--- src/rtl/wb_grf_pkg.sv ---
// Shared decode constants, writeback-source encoding and load-extension helper
// for the writeback stage and register file.
package wb_grf_pkg;

    localparam logic [5:0] OP_LW      = 6'b100011;
    localparam logic [5:0] OP_LB      = 6'b100000;
    localparam logic [5:0] OP_LBU     = 6'b100100;
    localparam logic [5:0] OP_LH      = 6'b100001;
    localparam logic [5:0] OP_LHU     = 6'b100101;
    localparam logic [5:0] OP_SPECIAL = 6'b000000;
    localparam logic [5:0] OP_JAL     = 6'b000011;
    localparam logic [5:0] OP_COP0    = 6'b010000;
    localparam logic [5:0] FN_MFHI    = 6'b010000;
    localparam logic [5:0] FN_MFLO    = 6'b010010;
    localparam logic [5:0] FN_JALR    = 6'b001001;
    localparam logic [4:0] RS_MF      = 5'b00000;

    typedef enum logic [2:0] {
        WB_ALU = 3'd0,
        WB_DM  = 3'd1,
        WB_MDU = 3'd2,
        WB_CP0 = 3'd3,
        WB_PC8 = 3'd4
    } wb_src_e;

    function automatic wb_src_e wb_decode(input logic [31:0] instr);
        logic [5:0] op;
        logic [5:0] fn;
        wb_src_e    src;
        op = instr[31:26];
        fn = instr[5:0];
        case (op)
            OP_LW, OP_LB, OP_LBU, OP_LH, OP_LHU: src = WB_DM;
            OP_JAL:                              src = WB_PC8;
            OP_COP0: src = (instr[25:21] == RS_MF) ? WB_CP0 : WB_ALU;
            OP_SPECIAL: begin
                case (fn)
                    FN_MFHI, FN_MFLO: src = WB_MDU;
                    FN_JALR:          src = WB_PC8;
                    default:          src = WB_ALU;
                endcase
            end
            default: src = WB_ALU;
        endcase
        return src;
    endfunction

    // Halfword offsets only look at off[1]; misaligned halves never reach here.
    function automatic logic [31:0] load_ext(input logic [5:0] op,
                                             input logic [1:0] off,
                                             input logic [31:0] word);
        logic [31:0] shifted;
        logic [7:0]  b;
        logic [15:0] h;
        logic [31:0] res;
        shifted = word >> {off, 3'b000};
        b       = shifted[7:0];
        h       = off[1] ? word[31:16] : word[15:0];
        case (op)
            OP_LB:   res = {{24{b[7]}}, b};
            OP_LBU:  res = {24'd0, b};
            OP_LH:   res = {{16{h[15]}}, h};
            OP_LHU:  res = {16'd0, h};
            default: res = word;
        endcase
        return res;
    endfunction

endpackage

--- src/rtl/wb_grf_sel.sv ---
// Writeback source decoder and load-extend unit; purely combinational.
module wb_sel
    import wb_grf_pkg::*;
(
    input  logic [31:0] instr_i,
    input  logic [31:0] alu_i,
    input  logic [31:0] mdu_i,
    input  logic [31:0] dm_i,
    input  logic [31:0] cp0_i,
    input  logic [31:0] pc8_i,
    output logic [31:0] wd_o
);

    wb_src_e src_s;

    // Select the writeback datum from the decoded source.
    always_comb begin
        src_s = wb_decode(instr_i);
        case (src_s)
            WB_DM:   wd_o = load_ext(instr_i[31:26], alu_i[1:0], dm_i);
            WB_MDU:  wd_o = mdu_i;
            WB_CP0:  wd_o = cp0_i;
            WB_PC8:  wd_o = pc8_i;
            WB_ALU:  wd_o = alu_i;
            default: wd_o = alu_i;
        endcase
    end

endmodule

--- src/rtl/wb_grf.sv ---
// Writeback stage plus 32x32 general register file with write-through bypass
// and a retired-instruction counter.
module wb_grf
    import wb_grf_pkg::*;
#(
    parameter bit ENABLE_BYPASS = 1'b1,
    parameter int CNT_W         = 32
) (
    input  logic             Clk,
    input  logic             Rst,
    input  logic [31:0]      Instr_WB,
    input  logic [31:0]      ALU_Out_WB,
    input  logic [31:0]      MDU_Out_WB,
    input  logic [31:0]      DM_Out_WB,
    input  logic [31:0]      CP0_Out_WB,
    input  logic [31:0]      PC8_Out_WB,
    input  logic [31:0]      PC_WB,
    input  logic [4:0]       Rx_WB,
    input  logic [4:0]       A1,
    input  logic [4:0]       A2,
    output logic [31:0]      RD1,
    output logic [31:0]      RD2,
    output logic             WE,
    output logic [4:0]       WA,
    output logic [31:0]      WD,
    output logic [CNT_W-1:0] Retired
);

    logic [31:0]      rf_q [0:31];
    logic [CNT_W-1:0] retired_q;
    logic [CNT_W-1:0] retired_d;
    logic [31:0]      wd_s;
    logic             we_s;
    logic [31:0]      stored1_s;
    logic [31:0]      stored2_s;

    // PC is trace-only and has no role in the datapath.
    logic unused_pc_s;
    assign unused_pc_s = &{1'b0, PC_WB};

    wb_sel u_sel (
        .instr_i (Instr_WB),
        .alu_i   (ALU_Out_WB),
        .mdu_i   (MDU_Out_WB),
        .dm_i    (DM_Out_WB),
        .cp0_i   (CP0_Out_WB),
        .pc8_i   (PC8_Out_WB),
        .wd_o    (wd_s)
    );

    assign we_s    = (Rx_WB != 5'd0);
    assign WE      = we_s;
    assign WA      = Rx_WB;
    assign WD      = wd_s;
    assign Retired = retired_q;

    // Retired count advances on every non-bubble instruction.
    always_comb begin
        if (Instr_WB != 32'd0) begin
            retired_d = retired_q + {{(CNT_W-1){1'b0}}, 1'b1};
        end else begin
            retired_d = retired_q;
        end
    end

    // Register file and counter; reset wins over a same-edge write.
    always_ff @(posedge Clk) begin
        if (!Rst) begin
            for (int i = 0; i < 32; i++) begin
                rf_q[i] <= 32'd0;
            end
            retired_q <= '0;
        end else begin
            if (we_s) begin
                rf_q[Rx_WB] <= wd_s;
            end
            retired_q <= retired_d;
        end
    end

    // Read ports: entry 0 is hardwired zero, a matching write may bypass storage.
    always_comb begin
        stored1_s = (A1 == 5'd0) ? 32'd0 : rf_q[A1];
        stored2_s = (A2 == 5'd0) ? 32'd0 : rf_q[A2];
        if (ENABLE_BYPASS && we_s && (A1 == Rx_WB)) begin
            RD1 = wd_s;
        end else begin
            RD1 = stored1_s;
        end
        if (ENABLE_BYPASS && we_s && (A2 == Rx_WB)) begin
            RD2 = wd_s;
        end else begin
            RD2 = stored2_s;
        end
    end

endmodule

--- config.mk ---
export PLATFORM = sky130hd
export DESIGN_NAME = wb_grf
export DESIGN_NICKNAME = d
export VERILOG_FILES = /design/src/rtl/wb_grf_pkg.sv /design/src/rtl/wb_grf_sel.sv /design/src/rtl/wb_grf.sv
export SDC_FILE = /design/constraint.sdc
export NUM_CORES = 2
export LEC_CHECK = 0
export ABC_AREA = 1
export CAP_MARGIN = 40
export CORE_MARGIN = 3
export CORE_UTILIZATION = 45
export DETAILED_ROUTE_END_ITERATION = 6
export HOLD_SLACK_MARGIN = 0.1
export PLACE_DENSITY = 0.69
export SYNTH_ARGS = -nofsm -noshare
export SYNTH_HDL_FRONTEND = slang
export SYNTH_HIERARCHICAL = 1
export SYNTH_SLANG_ARGS = --single-unit
--- constraint.sdc ---
create_clock -name Clk -period 3.05 [get_ports Clk]
set_input_delay 0.305 -clock Clk [delete_from_list [all_inputs] [get_ports Clk]]
set_output_delay 0.305 -clock Clk [all_outputs]
set_load 0.1 [all_outputs]
# ---- Word level (Yosys, flattened, before mapping)
# Memories as Yosys holds them, arrays and structs flattened.
# Index checks and enable logic that the tools add are counted.
dict set report classes {
  addsub 1
  n_reduce_logical 11
  shifts 1
  n_eq_ne 16
  mux 17
}
# op count
set op_table {}
lappend op_table {{case mux 32 bit (4 select lines)} 2}
lappend op_table {{2-to-1 mux 32 bit} 5}
lappend op_table {{adder 32 x 1 -> 32 bit (second input constant)} 1}
lappend op_table {{nonzero test 32 bit} 1}
lappend op_table {{OR reduction 32 bit} 1}
lappend op_table {{>> shifter 32 x 5 -> 8 bit} 1}
lappend op_table {{equality test 6 bit (second input constant)} 5}
lappend op_table {{equality test 6 x 5 -> 1 bit (second input constant)} 3}
lappend op_table {{2-to-1 mux 16 bit} 1}
lappend op_table {{zero test 5 bit} 3}
lappend op_table {{case mux 3 bit (4 select lines)} 1}
lappend op_table {{equality test 5 bit} 2}
lappend op_table {{equality test 3 x 2 -> 1 bit (second input constant)} 2}
lappend op_table {{equality test 6 x 2 -> 1 bit (second input constant)} 1}
lappend op_table {{equality test 6 x 4 -> 1 bit (second input constant)} 1}
lappend op_table {{zero test 6 bit} 1}
lappend op_table {{case mux 3 bit (2 select lines)} 1}
lappend op_table {{2-to-1 mux 1 bit} 5}
lappend op_table {{2-to-1 mux 5 bit} 1}
lappend op_table {{nonzero test 5 bit} 1}
lappend op_table {{OR reduction 5 bit} 1}
lappend op_table {{equality test 3 x 1 -> 1 bit (second input constant)} 1}
lappend op_table {{equality test 3 bit (second input constant)} 1}
lappend op_table {{logical AND 1 bit} 2}
lappend op_table {{other kinds (2)} 2}
dict set report totals {
  word_cells 48
  register_bits 32
  mem_count 1
  out_inout_bits 134
  ramBits 1024
}
# memory depth word_bits read_ports rd_clocked_by_memory_dff wr line_no
set memory_table {}
lappend memory_table {rf_q 32 32 2 0 32 wb_grf.sv:29} ;# logic [31:0] rf_q [0:31];

# ---- Depth between registers and ports, before layout
dict set report logic_depth {
  depth_word 7
  ltp_mapped 13
  depth_no_buf 11
}

# ---- By module
# The synthesis kept the hierarchy.
# mod cells_each seq_area_each_um2 area_per_inst_um2 n_inst
set modules_own_cells {}
lappend modules_own_cells {wb_grf 7526 31390.1 58944.0 1}
lappend modules_own_cells {wb_sel 434 0.0 2114.5 1}

# ---- Least setup slack after synthesis
# Ideal clock, no wire load.
dict set report synth_timing {
  path_type {input to output}
  startpoint {input port ALU_Out_WB[1]}
  endpoint {output port RD1[22]}
  arrival_time_ps 3003
  path_stages 9
  path_buffers 2
  setup_slack_ps -258
  required_ps 2745
  cell_sequence {clkbuf_1 -> nand3b_1 -> nand3_2 -> nand3_2 -> buf_6 -> nand3_1 -> nand4_1 -> nand2_1 -> nand2_1}
}
dict set report synth_via {
  elab_chain_cells 4
  word_cells_on_any_way 5
}
# element line_no
set synth_lines {}
lappend synth_lines {{from (decl)} wb_grf.sv:12} ;# input logic [31:0] ALU_Out_WB,
lappend synth_lines {{>> shifter 32 x 5 -> 8 bit or 2-to-1 mux 16 bit (tied branches)} {wb_grf_pkg.sv:56, wb_grf_pkg.sv:58}}
lappend synth_lines {{case mux 32 bit (4 select lines) *} wb_grf_pkg.sv:59} ;# case (op)
lappend synth_lines {{case mux 32 bit (4 select lines) *} wb_grf_sel.sv:19} ;# case (src_s)
lappend synth_lines {{net WD[22]} wb_grf.sv:25} ;# output logic [31:0] WD,
lappend synth_lines {{2-to-1 mux 32 bit *} wb_grf.sv:85} ;# if (ENABLE_BYPASS && we_s && (A1 == Rx_WB)) begin
lappend synth_lines {{to (decl)} wb_grf.sv:21} ;# output logic [31:0] RD1,
# The timed path passes the listed nets; every way through them passes the cells marked *.

# ---- Worst setup path after layout
dict set report layout_timing {
  startpoint {input port Instr_WB[27]}
  endpoint {output port RD1[20]}
}
dict set report layout_via {
  elab_chain_cells 6
  word_cells_on_any_way 17
}
# element line_no
set layout_lines {}
lappend layout_lines {{from (decl)} wb_grf.sv:11} ;# input logic [31:0] Instr_WB,
lappend layout_lines {{equality test 6 bit (on tied branches)} {wb_grf_pkg.sv:32, wb_grf_pkg.sv:59}}
lappend layout_lines {{OR reduction 5 bit} wb_grf_pkg.sv:32} ;# case (op)
lappend layout_lines {{case mux 3 bit (4 select lines)} wb_grf_pkg.sv:32}
lappend layout_lines {{equality test 3 bit (tied with other cells)} wb_grf_sel.sv:19}
lappend layout_lines {{case mux 32 bit (4 select lines) *} wb_grf_sel.sv:19}
lappend layout_lines {{2-to-1 mux 32 bit *} wb_grf.sv:85}
# Every way passes the cells marked *; elsewhere a longest branch is shown, timed or not.

==> results.md <==
- Row count: 134
- Slew headroom: 0.469
- Total congestion overflow: 0
- Post-synth EDFFs: 1024
- Run status: finished, final reports clean
- Syn Inst Count: 7960
- WL/cell: 24.7 µm
- Area leader, netlist: edfxtp_1
- Cell count after placement: 9806
- Worst path required time: 2740 ps
- Worst setup path category: in2out
- Setup crit end kind: output pin
- Pwr dens: 527 nW/µm²
- Nets: 8395
- DIE AREA: 140000 µm²
- CP max FO: 23
- Post-synthesis cell type count: 31
- Vias in the first global route: 56800
- Predominant post-synthesis flop cell: edfxtp_1
- Vias per inst: 5.97
- Area grow syn2layout: 21.1%
- Final wirelength: 248000 µm
- DRT Pass-1 Iters: 7
- Layout cells sized above 1: 0.104
- Crit path arrival time: 2700 ps
- Gpl congestion: 0.999
- Leak: 30.2 nW
- Measured slew at the worst slew-check pin: 796 ps
- # H-tree levels: 3
- Detailed-route via count: 59800
- Setup crit end: RD1[20]
- Max cap viols: 0
- Mean Syn Cell Area: 7.67 µm²
- Hold_buf cts: 0
- CTS tree: built
- Clock buffer depth: 3
- I/O pin count: 375
- Synth Area in XOR/XNOR: 0.00258
- FF+latch count, synth: 1056
- Largest family of logic cells by synthesized area: simple AND/OR/NAND/NOR gates
- Worst min path class: in2reg
- Mux contribution to synthesized area: 0
- Clock-pin slew on the worst setup and hold paths: 60 ps
- Final cycle utilization of the critical path: 0.985
- Most frequent cell after synthesis: nand2_1
- Post-route cell area: 74000 µm²
- Final routed DRC violation total: 0
- Hold slack: 196 ps
- R2r startpoint: Retired[0]
- Placed Area: 70400 µm²
- CTS sink count: 1056
- Compound-cell area share of the yosys netlist: 0.0834
- Core Area: 134000 µm²
- DP Wirelength: 157000 µm
- # port buffers: 342
- Largest net degree at the start of global routing: 111
- Endpoints failing setup: 0
- CTS Buf Count: 112
- Starting density of the core: 0.455
- Synth Area in Simple Gates: 0.327
- Die Y-Extent: 374 µm
- Top cell type's share of synthesized area: 0.504
- RSZ-0062 raised after global routing: true
- Root buffer cell: clkbuf_16
- FF-to-FF path depth: 10
- Crit path time final: 3000 ps
- Total Power: 38.9 mW
- Post-Layout Cell Count: 10000
- Routed Antenna Nets: 0
- Adder-cell share of the synthesized area: 0.000205
- CP Launch Type: primary input
- RR Endpoint: Retired[26]
- Slew Viols, Final: 0
- Yosys warnings: 6
- Die width: 374 µm
- Asr flop ratio synth: 0
- FMAX: 333 MHz
- Flop2flop setup slack: 1200 ps
- Total track usage: 0.342
- Endpoints failing hold: 0
- Crit path from: Instr_WB[27]
- Number of DRC markers in iteration 0: 8494
- Peak supply drop: 0.489 mV
- Top cells by count, synth: nand2_1 (2358), nor2_1 (1532), edfxtp_1 (1024), nand3_1 (845), inv_1 (439)
- Global-route wire length before repair: 358000 µm
- Seq/Total Area, Yosys: 0.514
- Synth area leaders: edfxtp_1 (50%), nand2_1 (14%), nor2_1 (9.4%)
- Initial antenna violation count: 4
- Setup Skew: 5.80 ps
- Clock latency on the worst-skew pair: 730 ps
- Synthesized cell area: 61100 µm²
-- area by class of cell --
| type | instances | area [µm²] |
|---|---|---|
| Clock buffer | 135 | 2930 |
| Sequential cell | 1056 | 31400 |
| Timing Repair Buffer | 711 | 9050 |
| Tap cell | 1768 | 2210 |
| Antenna cell | 1 | 2.50 |
| Clock inverter | 66 | 613 |
| Multi-Input combinational cell | 5828 | 26100 |
| Fill cell | 11900 | 60200 |
| Inverter | 444 | 1680 |
-- worst min path at each step --
| stage | start | endpoint | depth (start not counted) |
|---|---|---|---|
| after floorplan | Rst | Retired[23] | 3 |
| after global placement | Retired[31] | Retired[31] | 2 |
| after detailed placement | Retired[31] | Retired[31] | 2 |
| after CTS | Rst | rf_q[0][11] | 3 |
| after global routing | Rst | rf_q[0][1] | 3 |
| final | Rst | rf_q[0][1] | 3 |
-- power by group --
part / internal [mW] / switching [mW] / leakage [nW]
Sequential: 16.7 / 0.370 / 10.0
Combinational: 2.63 / 5.72 / 18.4
Clock: 7.64 / 5.86 / 1.73
-- flip-flops by register name, summed over array words and instances (netlist names) --
name / count
Retired: 32
rf_q: 1024
-- what timing repair did --
action,4_1_cts,5_1_grt
gates resized for setup,0,8
setup endpoints to repair,0,19
setup buffers,0,1
-- routing by layer --
layer  up-vias  GRT usage  share of wire
li1      26600          -              -
met1     27800      0.424           0.35
met2      4475      0.530           0.44
met3       940     0.0821           0.13
met4         2      0.231          0.078
met5         -          0       0.000057
-- worst max-delay path: stages --
cell and delay [ps]:
clkdlybuf4s50_1 520, nor2_2 200, nand2_2 90, nor2_1 150
nand2_2 90, buf_12 160, buf_4 180, nand4_1 160
nand4_1 250, buf_4 250, nand2_1 100, nand2_4 60
buf_12 170
-- cells by family after synthesis --
logic type | count (synthesis)
AND/OR/NAND/NOR | 4905
other | 1
XOR/XNOR | 18
buffers and inverters | 1107
flip-flops | 1056
adder cells (fa/ha/maj) | 1
AO/OA/AOI/OAI | 872
-- cells in the final DEF (no fill, tap or decap), drive strengths merged --
cell type	Yosys	routed
xnor2	12	12
nand3	849	849
nand2	2362	2362
diode	0	1
o211ai	290	290
nor3	14	14
edfxtp	1024	1024
o21ai	180	180
or2	55	55
buf	251	512
bufinv	0	10
nor2	1544	1544
clkinv	0	54
nand4	65	65
dfxtp	32	32
clkdlybuf4s50	0	197
a21oi	402	402
xor2	6	6
conb	1	32
clkbuf	412	137
inv	444	444
ha	1	1
nand3b	16	16
clkinvlp	0	2
-- stage by stage --
| step | worst slack, ps | setup TNS (ps) | util |
|---|---|---|---|
| after detailed placement | 4.42 | 0 | 0.525 |
| after global placement | 0.331 | 0 | 0.525 |
| after CTS | 13.4 | 0 | 0.551 |
| final | 45.7 | 0 | 0.551 |
| after floorplan | -56.4 | -3860 | - |
| after global routing | -11.0 | -49.5 | 0.551 |
Power figures use the tool's default switching activity.
